<file path="config.mk">
export PLATFORM = sky130hd
export DESIGN_NAME = hash_display
export DESIGN_NICKNAME = d
export VERILOG_FILES = /design/src/rtl/hash_display_pkg.sv /design/src/rtl/hex_font_rom.sv /design/src/rtl/hash_display.sv
export SDC_FILE = /design/constraint.sdc
export NUM_CORES = 1
export LEC_CHECK = 0
export CAP_MARGIN = 20
export CORE_MARGIN = 5
export CORE_UTILIZATION = 50
export DETAILED_ROUTE_END_ITERATION = 7
export PLACE_DENSITY = 0.74
export SYNTH_ARGS = -nofsm -noshare
export SYNTH_HDL_FRONTEND = slang
export SYNTH_SLANG_ARGS = --single-unit
export TNS_END_PERCENT = 10
</file>
<file path="constraint.sdc">
create_clock -name pixel_clk -period 10.7 [get_ports pixel_clk]
set_input_delay 2.14 -clock pixel_clk [delete_from_list [all_inputs] [get_ports pixel_clk]]
set_output_delay 2.14 -clock pixel_clk [all_outputs]
set_load 0.02 [all_outputs]
</file>
<file path="src/rtl/hash_display_pkg.sv">
// Shared geometry, swap coordinates, colour type and hex glyph table for the
// hash_display renderer.
package hash_display_pkg;

    localparam int GLYPH_W   = 8;
    localparam int GLYPH_H   = 8;
    localparam int GRID_COLS = 16;
    localparam int GRID_ROWS = 4;
    localparam int REGION_W  = GLYPH_W * GRID_COLS;
    localparam int REGION_H  = GLYPH_H * GRID_ROWS;
    localparam int NIBBLES   = GRID_COLS * GRID_ROWS;

    localparam logic [9:0] SWAP_X = 10'd767;
    localparam logic [8:0] SWAP_Y = 9'd480;

    typedef logic [7:0] rgb332_t;

    typedef enum logic {
        SHADOW_EMPTY,
        SHADOW_FULL
    } shadow_state_t;

    // 8x8 glyph packed top row first; bit 7 of each byte is the leftmost pixel.
    function automatic logic [63:0] hex_glyph(input logic [3:0] nibble);
        logic [63:0] g;
        g = '0;
        case (nibble)
            4'h0: g = 64'h3C666E7666663C00;
            4'h1: g = 64'h1838181818187E00;
            4'h2: g = 64'h3C66060C30607E00;
            4'h3: g = 64'h3C66061C06663C00;
            4'h4: g = 64'h0C1C3C6C7E0C0C00;
            4'h5: g = 64'h7E607C0606663C00;
            4'h6: g = 64'h3C607C6666663C00;
            4'h7: g = 64'h7E060C1830303000;
            4'h8: g = 64'h3C66663C66663C00;
            4'h9: g = 64'h3C66663E060C3800;
            4'hA: g = 64'h183C66667E666600;
            4'hB: g = 64'h7C66667C66667C00;
            4'hC: g = 64'h3C66606060663C00;
            4'hD: g = 64'h786C6666666C7800;
            4'hE: g = 64'h7E60607C60607E00;
            4'hF: g = 64'h7E60607C60606000;
            default: g = '0;
        endcase
        return g;
    endfunction

endpackage

</file>
<file path="src/rtl/hex_font_rom.sv">
// Combinational hex font: nibble and glyph row in, 8-pixel row out
// (bit 7 is the leftmost pixel).
module hex_font_rom
    import hash_display_pkg::*;
(
    input  logic [3:0] nibble_i,
    input  logic [2:0] row_i,
    output logic [7:0] bits_o
);

    logic [63:0] glyph;

    always_comb begin
        glyph  = hex_glyph(nibble_i);
        // {~row, 3'b000} == 8*(7-row): row 0 is the most significant byte.
        bits_o = glyph[{~row_i, 3'b000} +: 8];
    end

endmodule

</file>
<file path="src/rtl/hash_display.sv">
// Renders a 256-bit hash as a 4x16 grid of hex glyphs with a vblank-swapped
// shadow register. Optional outline enabled by HASH_DISPLAY_BORDER_EN.
module hash_display
    import hash_display_pkg::*;
#(
    parameter int      X0     = 256,
    parameter int      Y0     = 224,
    parameter rgb332_t FG     = 8'hFC,
    parameter rgb332_t BG     = 8'h03,
    parameter rgb332_t BORDER = 8'hE0
) (
    input  logic         pixel_clk,
    input  logic         reset,
    input  logic [9:0]   CounterX,
    input  logic [8:0]   CounterY,
    input  logic         inDisplayArea,
    input  logic [255:0] hash_in,
    input  logic         hash_valid,
    output logic         hash_ready,
    output rgb332_t      rgb,
    output logic         de_out
);

    localparam logic [9:0] X_LO = 10'(X0);
    localparam logic [9:0] X_HI = 10'(X0 + REGION_W);
    localparam logic [8:0] Y_LO = 9'(Y0);
    localparam logic [8:0] Y_HI = 9'(Y0 + REGION_H);

    // ---------------- hash shadow / active registers ----------------
    shadow_state_t state_q, state_d;
    logic [255:0]  shadow_q, shadow_d;
    logic [255:0]  active_q, active_d;
    logic          ready_q;
    logic          accept, swap;

    always_comb begin
        state_d  = state_q;
        shadow_d = shadow_q;
        active_d = active_q;
        accept   = hash_valid && ready_q;
        swap     = (CounterX == SWAP_X) && (CounterY == SWAP_Y);
        case (state_q)
            SHADOW_EMPTY: begin
                // An accept on the swap cycle simply fills the shadow.
                if (accept) begin
                    shadow_d = hash_in;
                    state_d  = SHADOW_FULL;
                end
            end
            SHADOW_FULL: begin
                if (swap) begin
                    active_d = shadow_q;
                    state_d  = SHADOW_EMPTY;
                end
            end
            default: state_d = SHADOW_EMPTY;
        endcase
    end

    always_ff @(posedge pixel_clk) begin
        if (reset) begin
            state_q  <= SHADOW_EMPTY;
            shadow_q <= '0;
            active_q <= '0;
            ready_q  <= 1'b0;
        end else begin
            state_q  <= state_d;
            shadow_q <= shadow_d;
            active_q <= active_d;
            ready_q  <= (state_d == SHADOW_EMPTY);
        end
    end

    assign hash_ready = ready_q;

    // ---------------- stage 1: region decode ----------------
    logic [6:0] dx;
    logic [4:0] dy;
    logic       region_d;
    logic       border_d;

    assign dx       = 7'(CounterX - X_LO);
    assign dy       = 5'(CounterY - Y_LO);
    assign region_d = (CounterX >= X_LO) && (CounterX < X_HI) &&
                      (CounterY >= Y_LO) && (CounterY < Y_HI);

`ifdef HASH_DISPLAY_BORDER_EN
    localparam logic [9:0] BX_L = 10'(X0 - 2);
    localparam logic [9:0] BX_R = 10'(X0 + REGION_W + 1);
    localparam logic [8:0] BY_T = 9'(Y0 - 2);
    localparam logic [8:0] BY_B = 9'(Y0 + REGION_H + 1);

    assign border_d = (((CounterX == BX_L) || (CounterX == BX_R)) &&
                       (CounterY >= BY_T) && (CounterY <= BY_B)) ||
                      (((CounterY == BY_T) || (CounterY == BY_B)) &&
                       (CounterX >= BX_L) && (CounterX <= BX_R));
`else
    assign border_d = 1'b0;
    // BORDER only has an effect when the outline is compiled in.
    logic unused_border;
    assign unused_border = ^BORDER;
`endif

    logic       region1_q, border1_q, de1_q;
    logic [5:0] idx1_q;
    logic [2:0] row1_q, col1_q;

    always_ff @(posedge pixel_clk) begin
        if (reset) begin
            region1_q <= 1'b0;
            border1_q <= 1'b0;
            de1_q     <= 1'b0;
            idx1_q    <= '0;
            row1_q    <= '0;
            col1_q    <= '0;
        end else begin
            region1_q <= region_d;
            border1_q <= border_d;
            de1_q     <= inDisplayArea;
            idx1_q    <= {dy[4:3], dx[6:3]};
            row1_q    <= dy[2:0];
            col1_q    <= dx[2:0];
        end
    end

    // ---------------- stage 2: nibble select, font, colour ----------------
    logic [3:0] nib [NIBBLES];

    for (genvar gi = 0; gi < NIBBLES; gi++) begin : g_nib
        assign nib[gi] = active_q[255 - 4*gi -: 4];
    end

    logic [3:0] cur_nib;
    logic [7:0] glyph_row;
    logic       pixel_on;

    assign cur_nib = nib[idx1_q];

    hex_font_rom u_font (
        .nibble_i (cur_nib),
        .row_i    (row1_q),
        .bits_o   (glyph_row)
    );

    assign pixel_on = glyph_row[3'd7 - col1_q];

    rgb332_t rgb_d, rgb_q;
    logic    de_q;

    always_comb begin
        rgb_d = '0;
        if (de1_q) begin
            if (region1_q)
                rgb_d = pixel_on ? FG : BG;
`ifdef HASH_DISPLAY_BORDER_EN
            else if (border1_q)
                rgb_d = BORDER;
`endif
        end
    end

`ifndef HASH_DISPLAY_BORDER_EN
    logic unused_border1;
    assign unused_border1 = border1_q;
`endif

    always_ff @(posedge pixel_clk) begin
        if (reset) begin
            rgb_q <= '0;
            de_q  <= 1'b0;
        end else begin
            rgb_q <= rgb_d;
            de_q  <= de1_q;
        end
    end

    assign rgb    = rgb_q;
    assign de_out = de_q;

endmodule

</file>
# == Yosys cells after proc, flatten, opt, wreduce, memory -nomap -nowiden ==
# Memories as Yosys holds them, arrays and structs flattened.
# Cells that the tools add are included.
# totals
ff_bits,537
latchBits,0
mem_bits_rw,0
mem_bits_ro,656
out_inout_bits,10
wordCells,47
mem_count,1
# mem_list
memory,words,width,read_ports,rd_clocked_by_memory_dff,write_ports,line_no,source
(name not given),16,41,1,0,0,hash_display_pkg.sv:27,case (nibble)
# op_classes
add_sub_neg,3
multipliers,0
n_div,0
magnitude_cmp,6
eq_ne,2
shifts,1
muxes,9
bitwise,6
reduce_logical,8
# ops
op,count
variable part select 64 x 7 -> 8 bit,1
binary-select mux 4 bit (select 6 bit),1
equality test 10 bit (second input constant),1
>= comparator 10 x 9 -> 1 bit (second input constant),1
less-than comparator 10 x 9 -> 1 bit (second input constant),1
equality test 9 bit (second input constant),1
>= comparator 9 x 8 -> 1 bit (second input constant),1
less-than comparator 9 bit (second input constant),1
2-to-1 mux 4 bit,2
2-to-1 mux 8 bit,1
>= comparator 7 bit (second input constant),1
inverter 6 -> 7 bit,1
subtractor 7 x 1 -> 7 bit (second input constant),1
logical AND 1 bit,5
subtractor 5 x 1 -> 5 bit (second input constant),1
less-than comparator 3 x 4 -> 1 bit (second input constant),1
inverter 1 bit,4
AND reduction 2 bit,2
binary-select mux 1 bit (select 3 bit),1
2-to-1 mux 1 bit,3
inverter 3 bit,1
OR reduction 3 bit,1
subtractor 3 bit (first input constant),1
one-hot mux 1 bit (2 select lines),1

# == Depth between registers and ports, before layout ==
# Gate-level depths: netlist (run 1).
# An unclocked memory read counts as a cell.
# depth
word_depth,9
mapped_depth,18
depth_no_buf,13

# == By module ==
# From an unflattened synthesis (run 1), not the netlist that was laid out.
# unflattened
hier_cells,2646
area_unflattened_um2,21411.8
# modules_own_cells
module,instances,cells_per_inst,area_each_um2,seq_area_each_um2
hash_display,1,2482,20319.5,10630.2
hex_font_rom,1,164,1092.3,0.0

# == Worst setup path after synthesis (run 1) ==
# Ideal clock, no wire load.
# synth_path
path_type,reg2reg
start,reg idx1_q[1]
end,"reg rgb_q[6], in the netlist rgb[6]"
setup_ns,0.117
arrival_time_ns,3.649
setup_slack_ns,6.934
stages_incl_launch_ff,18
period_less_slack_ns,3.766
cell_sequence,dfxtp_1 buf_2 buf_4 buf_2 mux4_2 a22oi_1 a21oi_1 or4_4 buf_6 inv_1 ha_1 inv_1 nor3_1 o21ai_0 a221oi_1 o22a_1 nor2_1 a32o_1
# synth_via
elab_chain_cells,9
# synth_rtl
element,line_no,source
start: declaration,hash_display.sv:105,logic [5:0] idx1_q;
start signal: assignment,hash_display.sv:120,"idx1_q <= {dy[4:3], dx[6:3]};"
inverter 6 -> 7 bit (not written as such),hash_display.sv:137,assign cur_nib = nib[idx1_q];
binary-select mux 4 bit (select 6 bit),hash_display.sv:137,
2-to-1 mux 4 bit (not written as such) (2 in series),hash_display.sv:137,
memory read (16 x 41 bit),-,
variable part select 64 x 7 -> 8 bit,hex_font_rom.sv:16,"bits_o = glyph[{~row_i, 3'b000} +: 8];"
binary-select mux 1 bit (select 3 bit),hash_display.sv:145,assign pixel_on = glyph_row[3'd7 - col1_q];
2-to-1 mux 1 bit (not written as such),hash_display.sv:145,
2-to-1 mux 8 bit,hash_display.sv:154,rgb_d = pixel_on ? FG : BG;
end signal: assignment,hash_display.sv:172,rgb_q <= rgb_d;
end: declaration,hash_display.sv:147,"rgb332_t rgb_d, rgb_q;"
# Every way passes these cells. The select of a mux whose other input is x is not followed.
# A chain may end at the register's enable or synchronous reset.

# == Worst setup path after layout (run 1) ==
# layout_path
start,reg idx1_q[0]
end,"reg rgb_q[6], in the netlist rgb[6]"
# The elaborated chain is that of the path after synthesis.

==> impl_table.tex, run 1 <==
\begin{tabular}{lr}
\hline
Metric & Value \\
\hline
\multicolumn{2}{l}{\textbf{Min path}} \\
\quad Hold path start & active\_q[220] \\
\quad Class of the tightest hold or removal check & reg -> reg \\
\quad Hold endpoint & active\_q[220] \\
\quad Worst hold path stage count & 2 \\
\multicolumn{2}{l}{\textbf{STA}} \\
\quad Final setup fails & 0 \\
\quad Maximum clock frequency & 193 MHz \\
\quad Skew final & 15.5 ps \\
\quad Worst slew slack as a fraction of its limit & 0.219 \\
\quad Clock period minus worst slack & 5170 ps \\
\quad Post-route clock period utilization & 0.483 \\
\quad Final hold violation count & 0 \\
\quad Final sum of negative setup slack & 0 ps \\
\quad Unrepaired setup endpoints after global routing & no \\
\quad Max-slew violation count & 0 \\
\quad Actual transition at the worst max-transition pin & 1170 ps \\
\multicolumn{2}{l}{\textbf{Critical path}} \\
\quad Critical Setup Path Class & reg -> reg \\
\quad Largest fanout on the critical path & 28 \\
\quad Critical path startpoint category & flop \\
\quad Setup slack of the most critical reg-to-reg path & 5530 ps \\
\quad Critical path startpoint & idx1\_q[0] \\
\quad Critical path capture point type & flop \\
\quad Number of cells traversed by the worst register-to-register path & 13 \\
\quad Worst path arrival time & 5690 ps \\
\quad Capture point of the worst reg-to-reg path & rgb[6] \\
\quad Data required, critical path & 11220 ps \\
\quad Startpoint of the worst-slack reg-to-reg timing path & idx1\_q[0] \\
\multicolumn{2}{l}{\textbf{Run}} \\
\quad Number of max-cap violations & 0 \\
\multicolumn{2}{l}{\textbf{Floorplanning}} \\
\quad Overall die height & 218 um \\
\quad Core Region & 43000 um\^{}2 \\
\quad Die outline area & 47600 um\^{}2 \\
\quad Core Rows & 76 \\
\quad Io pins & 289 \\
\quad DIE WIDTH & 218 um \\
\quad Initial Utilization & 0.505 \\
\multicolumn{2}{l}{\textbf{Clocking}} \\
\quad Post-CTS resize count & 0 \\
\quad \# hold bufs at CTS & 0 \\
\quad Clock root cell & clkbuf\_16 \\
\quad Post-CTS setup buffer count & 0 \\
\quad Maximum clock path buffer count & 3 \\
\quad CTS tree & done \\
\quad Later-pin clock latency in the skew report & 600 ps \\
\quad CTS clock-pin slew for the worst setup and hold paths & 70 ps \\
\quad Clock sink count & 531 \\
\quad Clock buffer count from CTS & 53 \\
\quad H-Tree Depth & 2 \\
\multicolumn{2}{l}{\textbf{Synthesis}} \\
\quad Post-Synthesis Net Count & 2984 \\
\quad Largest cells by area after synthesis & dfxtp\_1, nand2\_1, a21oi\_1 \\
\quad Sequential element share of the synthesized area & 0.490 \\
\quad Ys async rst share & 0 \\
\quad Yosys cell types & 77 \\
\quad Syn. warnings & 0 \\
\quad Biggest area consumer among synthesized cells & dfxtp\_1 \\
\quad EDFF count, synth & 0 \\
\quad Synth top area share & 0.490 \\
\quad Cell Area, Synth & 21700 um\^{}2 \\
\quad Flip-flop and latch count after synthesis & 531 \\
\quad Average instance area after synthesis & 8.04 um\^{}2 \\
\quad Synth Flop Type & dfxtp\_1 \\
\quad Count of mapped cells out of synthesis & 2697 \\
\multicolumn{2}{l}{\textbf{Place}} \\
\quad IO buf count & 288 \\
\quad Weighted congestion at the end of routability-driven global placement & 0.884 \\
\quad DP Wirelength & 40800 um \\
\multicolumn{2}{l}{\textbf{Route}} \\
\quad Overall via count from detail\_route & 19.0k \\
\quad Total routed wirelength & 61400 um \\
\quad DR DRC count & 0 \\
\quad First-pass detailed-route iteration total & 5 \\
\quad Initial DRC Count & 1977 \\
\quad Count of antenna-violating nets left after detailed routing & 0 \\
\quad WL per Instance & 17.7 um \\
\quad Number of vias per cell after detailed routing & 5.48 \\
\multicolumn{2}{l}{\textbf{Outcome}} \\
\quad Run status & finished, final reports clean \\
\multicolumn{2}{l}{\textbf{Global routing}} \\
\quad Via count of the first global-routing pass & 18.2k \\
\quad First-pass GRT wire length & 96900 um \\
\quad Largest net degree at the start of global routing & 246 \\
\quad All-layer global routing usage & 0.247 \\
\quad Antenna violations before repair & 0 \\
\quad Sum of overflow across all layers after global routing & 0 \\
\multicolumn{2}{l}{\textbf{Pwr}} \\
\quad Total design power & 4290 uW \\
\quad Total power divided by cell area & 163 nW/um\^{}2 \\
\quad Standby leakage power & 0.00882 uW \\
\quad Highest ir drop seen on vdd & 0.131 mV \\
\multicolumn{2}{l}{\textbf{Cells and area}} \\
\quad Top library cells by usage in the layout, fill and taps aside & nand2\_1, a21oi\_1, dfxtp\_1 \\
\quad Commonest non-fill, non-tap cell in the layout & nand2\_1 \\
\quad Share of final-layout standard cells stronger than drive strength 1 & 0.0610 \\
\quad Area growth syn-to-layout & 21.5\% \\
\quad Nets & 3129 \\
\hline
\end{tabular}
flip-flops by register name (all words and copies together), names as in the netlist:
signal,flops
col1_q,3
state_q,1
hash_ready,1
rgb,2
active_q,256
de_out,1
region1_q,1
shadow_q,256
idx1_q,6
de1_q,1
row1_q,3
worst max-delay path: stages (launching register included):
cell	delay [ps]
dfxtp_4	660
buf_4	540
mux4_1	760
a22oi_1	220
a211oi_1	110
or4_4	670
inv_1	180
ha_1	330
nand2_1	140
a21oi_1	110
a2111oi_0	550
nor3_1	130
a211oi_1	370
a32o_1	270
power by group:
part           internal, uW  total, uW  switching [uW]
clock network          1100       1870             769
logic                   166        360             194
registers              2030       2060            37.8
routing by layer:
metal  GRT usage  part of all wire  up-vias
li1            -                 -     9314
met1       0.344              0.45     9018
met2       0.403              0.47      575
met3      0.0407             0.057      101
met4      0.0645             0.024        0
met5           0                 0        -
worst max path at each step:
stage,endpoint,slack [ps]
5_1_grt,rgb[1],5260
6_report,rgb[6],5530
4_1_cts,rgb[1],5440
3_5_place_dp,active_q[187],5010
3_3_place_gp,active_q[222],5150
2_1_floorplan,rgb[6],6930
stage by stage:
step	setup slack [ps]	hold slack (ps)	cells	area, um^2	util
after floorplan	6930	427	2697	21700	-
after CTS	5440	444	3466	26300	0.612
after detailed placement	5010	442	3370	24500	0.571
after global placement	5150	434	3369	24500	0.570
after global routing	5260	465	3468	26300	0.613
final	5530	448	3469	26300	0.613
cell usage after synthesis (2+ instances only):
cell,count
nand2_1,1059
a21oi_1,539
dfxtp_1,531
clkbuf_1,169
mux4_2,40
mux2i_1,37
nor2_1,31
nor2b_1,17
a22oi_1,16
buf_2,16
nand3_1,15
inv_1,13
buf_1,12
mux4_1,12
a31oi_1,11
buf_6,11
nor3_1,11
o21ai_0,11
buf_4,10
mux2_2,10
ha_1,8
nand4_1,8
o22ai_1,7
nor4_1,6
o31ai_1,6
a211oi_1,5
o21a_1,5
a2111oi_0,4
a221oi_1,4
a311oi_1,4
and3_1,4
nand2b_1,4
o211ai_1,4
xnor2_1,3
a21o_1,2
a22o_1,2
a41oi_1,2
and2b_1,2
and4_1,2
buf_12,2
o2111ai_1,2
o21ai_1,2
o21bai_1,2
o221ai_1,2
or2_2,2
logic make-up after synthesis:
| logic type | share of synthesized area |
|---|---|
| and+or+nand+nor | 0.212 |
| xor gates and xnor gates | 0.00121 |
| adders and majority gates | 0.00461 |
| AOI/OAI and AO/OA | 0.163 |
| buffers and inverters | 0.0488 |
| DFF | 0.490 |
| muxes | 0.0800 |
final cells by class:
class	instances	area (um^2)
fill	3784	16600
sequential	531	10600
multi-input combinational	1931	10000
timing repair buffer	311	3130
clock buffer	77	1550
tap	585	732
clock inverter	19	205
inverter	14	52.6
antenna	1	2.50
(Power assumes the default switching activity.)
==> run 2: changes to the inputs <==
Clock period 10.7 ns to 4.8 ns, I/O delays scaled along.
==> run 2 against run 1 <==
Hold slack better by 2.1 ps; final area is 1.1% higher; clock skew is 13 ps higher; register-to-register slack worse by 5200 ps; sequential cell count did not move; first-iteration DRC count down 13%; combinational power up 130%; critical path type unchanged.
==> impl_table.tex, run 2 (synthesis gave the netlist of run 1 again) <==
\begin{tabular}{lr}
\hline
Metric & Value \\
\hline
\multicolumn{2}{l}{\textbf{Clocking}} \\
\quad Post-CTS setup buffer count & 0 (unchanged) \\
\quad H-Tree Depth & 2 (unchanged) \\
\quad Maximum clock path buffer count & 3 (unchanged) \\
\quad Clock root cell & clkbuf\_16 \\
\quad Clock sink count & 531 (unchanged) \\
\quad CTS tree & done \\
\quad Clock buffer count from CTS & 53 (unchanged) \\
\quad CTS clock-pin slew for the worst setup and hold paths & 60 ps (about the same) \\
\quad Post-CTS resize count & 0 (unchanged) \\
\quad \# hold bufs at CTS & 0 (unchanged) \\
\quad Later-pin clock latency in the skew report & 610 ps (about the same) \\
\multicolumn{2}{l}{\textbf{Critical path}} \\
\quad Startpoint of the worst-slack reg-to-reg timing path & idx1\_q[0] \\
\quad Number of cells traversed by the worst register-to-register path & 14 (+1) \\
\quad Critical path capture point type & flop \\
\quad Critical path startpoint category & flop \\
\quad End of the critical path & rgb[1] \\
\quad Setup slack of the most critical reg-to-reg path & 350 ps (-5180 ps) \\
\quad Critical path startpoint & idx1\_q[0] \\
\quad Critical Setup Path Class & reg -> reg \\
\quad Largest fanout on the critical path & 16 (-43\%) \\
\quad Capture point of the worst reg-to-reg path & rgb[1] \\
\quad Data required, critical path & 5300 ps (-5920 ps) \\
\quad Worst path arrival time & 4950 ps (-740 ps) \\
\multicolumn{2}{l}{\textbf{Pwr}} \\
\quad Total power divided by cell area & 360 nW/um\^{}2 (+120\%) \\
\quad Highest ir drop seen on vdd & 0.231 mV (+77\%) \\
\quad Standby leakage power & 0.00897 uW (+1.7\%) \\
\multicolumn{2}{l}{\textbf{Route}} \\
\quad Count of antenna-violating nets left after detailed routing & 0 (unchanged) \\
\quad First-pass detailed-route iteration total & 7 (+2) \\
\quad WL per Instance & 18.6 um (+5.1\%) \\
\quad Met3 layer wire length in the routed design & 3750 um (+7.5\%) \\
\quad Total routed wirelength & 65000 um (+5.9\%) \\
\quad Initial DRC Count & 1727 (-13\%) \\
\quad Overall via count from detail\_route & 19.3k (+1.4\%) \\
\quad DR DRC count & 0 (unchanged) \\
\quad Number of vias per cell after detailed routing & 5.52 (+0.68\%) \\
\quad WL met2 & 30000 um (+3.4\%) \\
\quad Highest routed layer & met4 \\
\quad Met1 Wirelength & 29700 um (+8.0\%) \\
\multicolumn{2}{l}{\textbf{Place}} \\
\quad IO buf count & 288 (unchanged) \\
\quad Placed cell count & 3398 (+0.83\%) \\
\quad Weighted congestion at the end of routability-driven global placement & 0.899 (+1.7\%) \\
\quad Post-placement cell area & 24900 um\^{}2 (+1.4\%) \\
\quad DP Wirelength & 45000 um (+10\%) \\
\quad Pre-CTS WS & 398 ps (-4620 ps) \\
\multicolumn{2}{l}{\textbf{STA}} \\
\quad Max-slew violation count & 0 (unchanged) \\
\quad Maximum clock frequency & 225 MHz (+16\%) \\
\quad Worst slew slack as a fraction of its limit & 0.0381 (-0.181) \\
\quad Final setup fails & 0 (unchanged) \\
\quad Final setup slack of the worst path & 352 ps (-5180 ps) \\
\quad Final hold violation count & 0 (unchanged) \\
\quad Skew final & 28.6 ps (+13.0 ps) \\
\quad Unrepaired setup endpoints after global routing & no \\
\quad Final sum of negative setup slack & 0 ps (unchanged) \\
\quad Tightest hold margin & 450 ps (+2.08 ps) \\
\quad Clock period minus worst slack & 4450 ps (-723 ps) \\
\quad Actual transition at the worst max-transition pin & 1440 ps (+272 ps) \\
\quad Post-route clock period utilization & 0.927 (+0.443) \\
\multicolumn{2}{l}{\textbf{Global routing}} \\
\quad Via count of the first global-routing pass & 18.8k (+3.5\%) \\
\quad Largest net degree at the start of global routing & 257 (+4.5\%) \\
\quad First-pass GRT wire length & 101000 um (+4.8\%) \\
\quad Antenna violations before repair & 0 (unchanged) \\
\quad Sum of overflow across all layers after global routing & 0 (unchanged) \\
\quad All-layer global routing usage & 0.263 (+0.0166) \\
\multicolumn{2}{l}{\textbf{Run}} \\
\quad Number of max-cap violations & 0 (unchanged) \\
\multicolumn{2}{l}{\textbf{Floorplanning}} \\
\quad Die outline area & 47600 um\^{}2 (unchanged) \\
\quad Overall die height & 218 um (unchanged) \\
\quad Core Region & 43000 um\^{}2 (unchanged) \\
\quad Initial Utilization & 0.505 (unchanged) \\
\quad DIE WIDTH & 218 um (unchanged) \\
\quad Io pins & 289 (unchanged) \\
\quad Core Rows & 76 (unchanged) \\
\multicolumn{2}{l}{\textbf{Cells and area}} \\
\quad Final non-filler cell area & 26600 um\^{}2 (+1.1\%) \\
\quad Commonest non-fill, non-tap cell in the layout & nand2\_1 \\
\quad Area growth syn-to-layout & 22.8\% \\
\quad Nets & 3155 (+0.83\%) \\
\quad Antenna fix cells & 0 (-1) \\
\quad Largest regs & active\_q x256, shadow\_q x256, idx1\_q x6 \\
\quad Top library cells by usage in the layout, fill and taps aside & nand2\_1, a21oi\_1, dfxtp\_1 \\
\quad Share of final-layout standard cells stronger than drive strength 1 & 0.0695 (+0.00842) \\
\quad Filler-free cell count of the finished design & 3493 (+0.69\%) \\
\multicolumn{2}{l}{\textbf{Min path}} \\
\quad Class of the tightest hold or removal check & reg -> reg \\
\multicolumn{2}{l}{\textbf{Outcome}} \\
\quad Run status & finished, final reports clean \\
\hline
\end{tabular}
-- run 2: cell types whose count changed in the layout (fill, tap and decap cells not counted), sizes merged --
cell    previous run  this run
clkbuf            77        78
bufinv             4         3
inv               15        17
buf               24        50
diode              1         0
clkinv            13        10
-- run 2: how the worst min path moves through the flow --
| stage | start | endpoint | cells after the start |
|---|---|---|---|
| after global placement | active_q[250] | active_q[250] | 2 |
| final | active_q[104] | active_q[104] | 2 |
| after CTS | shadow_q[240] | active_q[240] | 2 |
| after detailed placement | active_q[180] | active_q[180] | 2 |
| after global routing | active_q[36] | active_q[36] | 2 |
| after floorplan | active_q[104] | active_q[104] | 2 |
-- run 2: metrics by stage --
step | utilization | power, uW
2_1_floorplan | - | 5120
3_3_place_gp | 0.579 | 5520
3_5_place_dp | 0.579 | 5520
4_1_cts | 0.620 | 9630
5_1_grt | 0.620 | 9920
6_report | 0.620 | 9570
-- run 2: layout make-up --
class | count | area [um^2]
fillers | 3777 | 16400
flip-flops and latches | 531 | 10600
multi-input cells | 1931 | 10000
repair buffers | 337 | 3420
clock buffers | 78 | 1540
well taps | 585 | 732
clock inverters | 17 | 214
inverters | 14 | 52.6
-- run 2: worst max-delay path, cell delays in order, from the launching register on --
cell and delay [ps]:
dfxtp_4 570, buf_4 310, mux4_1 590, a22oi_1 210, a21oi_1 110, or4_4 600, inv_1 170, ha_1 240
inv_1 80, nor3_1 290, o21ai_0 160, a221oi_1 410, o22a_1 290, a21oi_1 80, a311oi_1 230
-- run 2: routing by layer --
metal,GRT usage,up-vias
met4,0.0781,0
met5,0,-
met3,0.0452,89
li1,-,9381
met1,0.373,9241
met2,0.416,558
-- run 2: power by group --
group / internal [uW] / switching [uW]
Clock: 2400 / 1740
Combinational: 391 / 437
Sequential: 4520 / 91.0
==> run 3: changes to the inputs <==
Settings changed: PLACE_DENSITY 0.74 to 0.76.
Clock period 4.8 ns to 4 ns, I/O delays scaled along.
==> run 3 against run 2 <==
Total power is 25% higher; clock power increased by 29%; final area rose by 2.7%; clock-buffer cell count unchanged; sequential share of layout area down 1.0 points; critical endpoint unchanged; highest routed layer unchanged; non-clock buffer count rose by 49; wire length up 1.6%; setup slack got worse by 250 ps; hold slack lost 1.4 ps; sequential power rose by 20%; via count rose by 1.4%; combinational power up 30%.
==> impl_table.tex, run 3 (synthesis gave the netlist of run 1 again) <==
\begin{tabular}{lr}
\hline
Metric & Value \\
\hline
\multicolumn{2}{l}{\textbf{Critical path}} \\
\quad Critical path capture point type & flop \\
\quad Critical path startpoint category & flop \\
\quad CP Cell Sequence & buf\_4 -> clkbuf\_16 -> mux4\_2 -> a22oi\_1 -> a21oi\_1 -> or4\_4 -> buf\_4 -> buf\_4 -> ha\_1 -> mux2i\_1 -> nand3\_1 -> a22o\_1 -> a311o\_1 -> a21oi\_2 -> a311oi\_1 \\
\quad Critical-path cell with the highest stage delay & or4\_4 \\
\quad Critical Path Most Common Cell & buf\_4 \\
\quad Data required, critical path & 4450 ps (-850 ps) \\
\quad Critical path startpoint & idx1\_q[0] \\
\quad Critical Setup Path Class & reg -> reg \\
\quad Highest cell delay on the worst timing path & 540 ps (-60 ps) \\
\quad Startpoint of the worst-slack reg-to-reg timing path & idx1\_q[0] \\
\quad Largest fanout on the critical path & 10 (-6) \\
\quad Worst path arrival time & 4350 ps (-600 ps) \\
\multicolumn{2}{l}{\textbf{Place}} \\
\quad Weighted congestion at the end of routability-driven global placement & 0.863 (-4.0\%) \\
\quad Post-placement cell area & 25300 um\^{}2 (+1.7\%) \\
\quad DP Wirelength & 46000 um (+2.3\%) \\
\quad Placed cell count & 3443 (+1.3\%) \\
\quad IO buf count & 288 (unchanged) \\
\multicolumn{2}{l}{\textbf{STA}} \\
\quad Maximum clock frequency & 257 MHz (+14\%) \\
\quad Actual transition at the worst max-transition pin & 1440 ps (-0.549 ps) \\
\quad Final hold violation count & 0 (unchanged) \\
\quad Final sum of negative setup slack & 0 ps (unchanged) \\
\quad Skew final & 25.1 ps (-3.45 ps) \\
\quad Max-slew violation count & 0 (unchanged) \\
\quad Final setup fails & 0 (unchanged) \\
\quad Worst slew slack as a fraction of its limit & 0.0385 (+0.000366) \\
\quad Post-route clock period utilization & 0.974 (+0.0475) \\
\quad Clock period minus worst slack & 3900 ps (-551 ps) \\
\multicolumn{2}{l}{\textbf{Cells and area}} \\
\quad Share of final-layout standard cells stronger than drive strength 1 & 0.0939 (+0.0245) \\
\quad Filler-free cell count of the finished design & 3546 (+1.5\%) \\
\quad Utilization of the core after routing & 0.636 (+0.0165) \\
\quad Largest regs & active\_q x256, shadow\_q x256, idx1\_q x6 \\
\quad Commonest non-fill, non-tap cell in the layout & nand2\_1 \\
\quad Filler cell count & 3594 (-4.8\%) \\
\quad Final non-filler cell area & 27300 um\^{}2 (+2.7\%) \\
\quad Nets & 3204 (+1.6\%) \\
\quad Top library cells by usage in the layout, fill and taps aside & nand2\_1, a21oi\_1, dfxtp\_1 \\
\quad Area growth syn-to-layout & 26.0\% \\
\quad Area of all sequential standard cells & 10600 um\^{}2 (about the same) \\
\quad Area of combinational cells with multiple inputs & 10100 um\^{}2 (+0.76\%) \\
\multicolumn{2}{l}{\textbf{Route}} \\
\quad DR DRC count & 0 (unchanged) \\
\quad WL per Instance & 18.6 um (+0.12\%) \\
\quad Initial DRC Count & 1778 (+3.0\%) \\
\quad Total routed wirelength & 66100 um (+1.6\%) \\
\quad Overall via count from detail\_route & 19.5k (+1.4\%) \\
\quad First-pass detailed-route iteration total & 7 (unchanged) \\
\quad Count of antenna-violating nets left after detailed routing & 0 (unchanged) \\
\quad Number of vias per cell after detailed routing & 5.51 (-0.16\%) \\
\multicolumn{2}{l}{\textbf{Global routing}} \\
\quad Largest net degree at the start of global routing & 257 (unchanged) \\
\quad Sum of overflow across all layers after global routing & 0 (unchanged) \\
\quad Antenna violations before repair & 2 (+2) \\
\quad Via count of the first global-routing pass & 19.1k (+1.4\%) \\
\quad All-layer global routing usage & 0.268 (+0.00424) \\
\quad First-pass GRT wire length & 104000 um (+2.2\%) \\
\multicolumn{2}{l}{\textbf{Pwr}} \\
\quad Switching power total & 2780 uW (+23\%) \\
\quad Total design power & 11900 uW (+25\%) \\
\quad Switching power share of the total & 0.233 (-0.00392) \\
\quad Part of the total power dissipated in the clock network & 0.447 (+0.015) \\
\quad Standby leakage power & 0.00933 uW (+4.0\%) \\
\quad Internal power of the cells & 9150 uW (+25\%) \\
\quad Proportion of power drawn by combinational gates & 0.090 (+0.003) \\
\quad Total power divided by cell area & 436 nW/um\^{}2 (+21\%) \\
\quad Highest ir drop seen on vdd & 0.378 mV (+64\%) \\
\quad Power share of the sequential group & 0.462 (-0.019) \\
\multicolumn{2}{l}{\textbf{Floorplanning}} \\
\quad Die outline area & 47600 um\^{}2 (unchanged) \\
\quad Io pins & 289 (unchanged) \\
\quad DIE WIDTH & 218 um (unchanged) \\
\quad Overall die height & 218 um (unchanged) \\
\quad Core Rows & 76 (unchanged) \\
\quad Core Region & 43000 um\^{}2 (unchanged) \\
\quad Initial Utilization & 0.505 (unchanged) \\
\multicolumn{2}{l}{\textbf{Clocking}} \\
\quad \# hold bufs at CTS & 0 (unchanged) \\
\quad H-Tree Depth & 2 (unchanged) \\
\quad Maximum clock path buffer count & 3 (unchanged) \\
\quad CTS clock-pin slew for the worst setup and hold paths & 60 ps (about the same) \\
\quad Later-pin clock latency in the skew report & 610 ps (about the same) \\
\quad Clock root cell & clkbuf\_16 \\
\quad Clock buffer count from CTS & 53 (unchanged) \\
\quad Clock sink count & 531 (unchanged) \\
\quad CTS tree & done \\
\multicolumn{2}{l}{\textbf{Run}} \\
\quad Number of max-cap violations & 0 (unchanged) \\
\multicolumn{2}{l}{\textbf{Outcome}} \\
\quad Run status & finished, final reports clean \\
\multicolumn{2}{l}{\textbf{Min path}} \\
\quad Hold path start & shadow\_q[43] \\
\quad Class of the tightest hold or removal check & reg -> reg \\
\hline
\end{tabular}
## run 3: changes by cell type in the layout (fill, tap and decap cells not counted), moves of 3 or more
cell       previous run  this run
a21oi_2               0         3
inv_1                13        10
ha_1                  8         5
buf_12               13        21
a21oi_1             539       536
a22oi_2               0         3
buf_4                36        76
clkbuf_1             13        10
inv_2                 0         3
a22oi_1              16        13
bufinv_16             3         7
ha_2                  0         3
## run 3: per-layer routing
layer,routed length [um],track usage
met1,29200,0.376
met2,31200,0.432
met3,4150,0.0410
met4,1490,0.0749
met5,0,0
## run 3: worst max-delay path: cells and delay by family, from the launching register on
family                     cells  cell delay, ps
adders and majority gates      1             250
buffers and inverters          4             640
AOI/OAI and AO/OA              6            1090
DFF                            1             400
and+or+nand+nor                2             670
muxes                          2             730
## run 3: timing repair
action,4_1_cts,5_1_grt
gates resized for setup,4,20
setup buffers,2,1
setup endpoints to repair,2,2
gates cloned,0,1
pin swaps,0,2
## run 3: area by class of cell
| cell class | instances | area share |
|---|---|---|
| sequential | 531 | 0.389 |
| multi-input combinational | 1931 | 0.370 |
| timing repair buffer | 386 | 0.143 |
| clock buffer | 78 | 0.0578 |
| tap | 585 | 0.0268 |
| clock inverter | 20 | 0.0116 |
| inverter | 14 | 0.00192 |
| antenna | 1 | 0.0000915 |
## run 3: path summary, 6_finish.rpt
path	to	slack, ps	cells after the start
max	rgb[1]	100	15
min	active_q[43]	450	2
max reg2reg	rgb[1]	100	15
min reg2reg	active_q[43]	450	2
## run 3: power groups by stage
| stage | registers (uW) | logic (uW) | clock network (uW) |
|---|---|---|---|
| finish | 5520 | 1080 | 5340 |
| global route | 5530 | 1160 | 5640 |
| CTS | 5510 | 1060 | 5390 |
| detailed placement | 5630 | 1050 | 0 |
| global placement | 5630 | 1040 | 0 |
| floorplan | 5590 | 555 | 0 |
## run 3: per-stage QoR
step	hold slack, ps	worst slack, ps
floorplan	427	234
global placement	437	-112
detailed placement	444	-132
CTS	452	5.54
global route	470	-32.9
finish	449	103
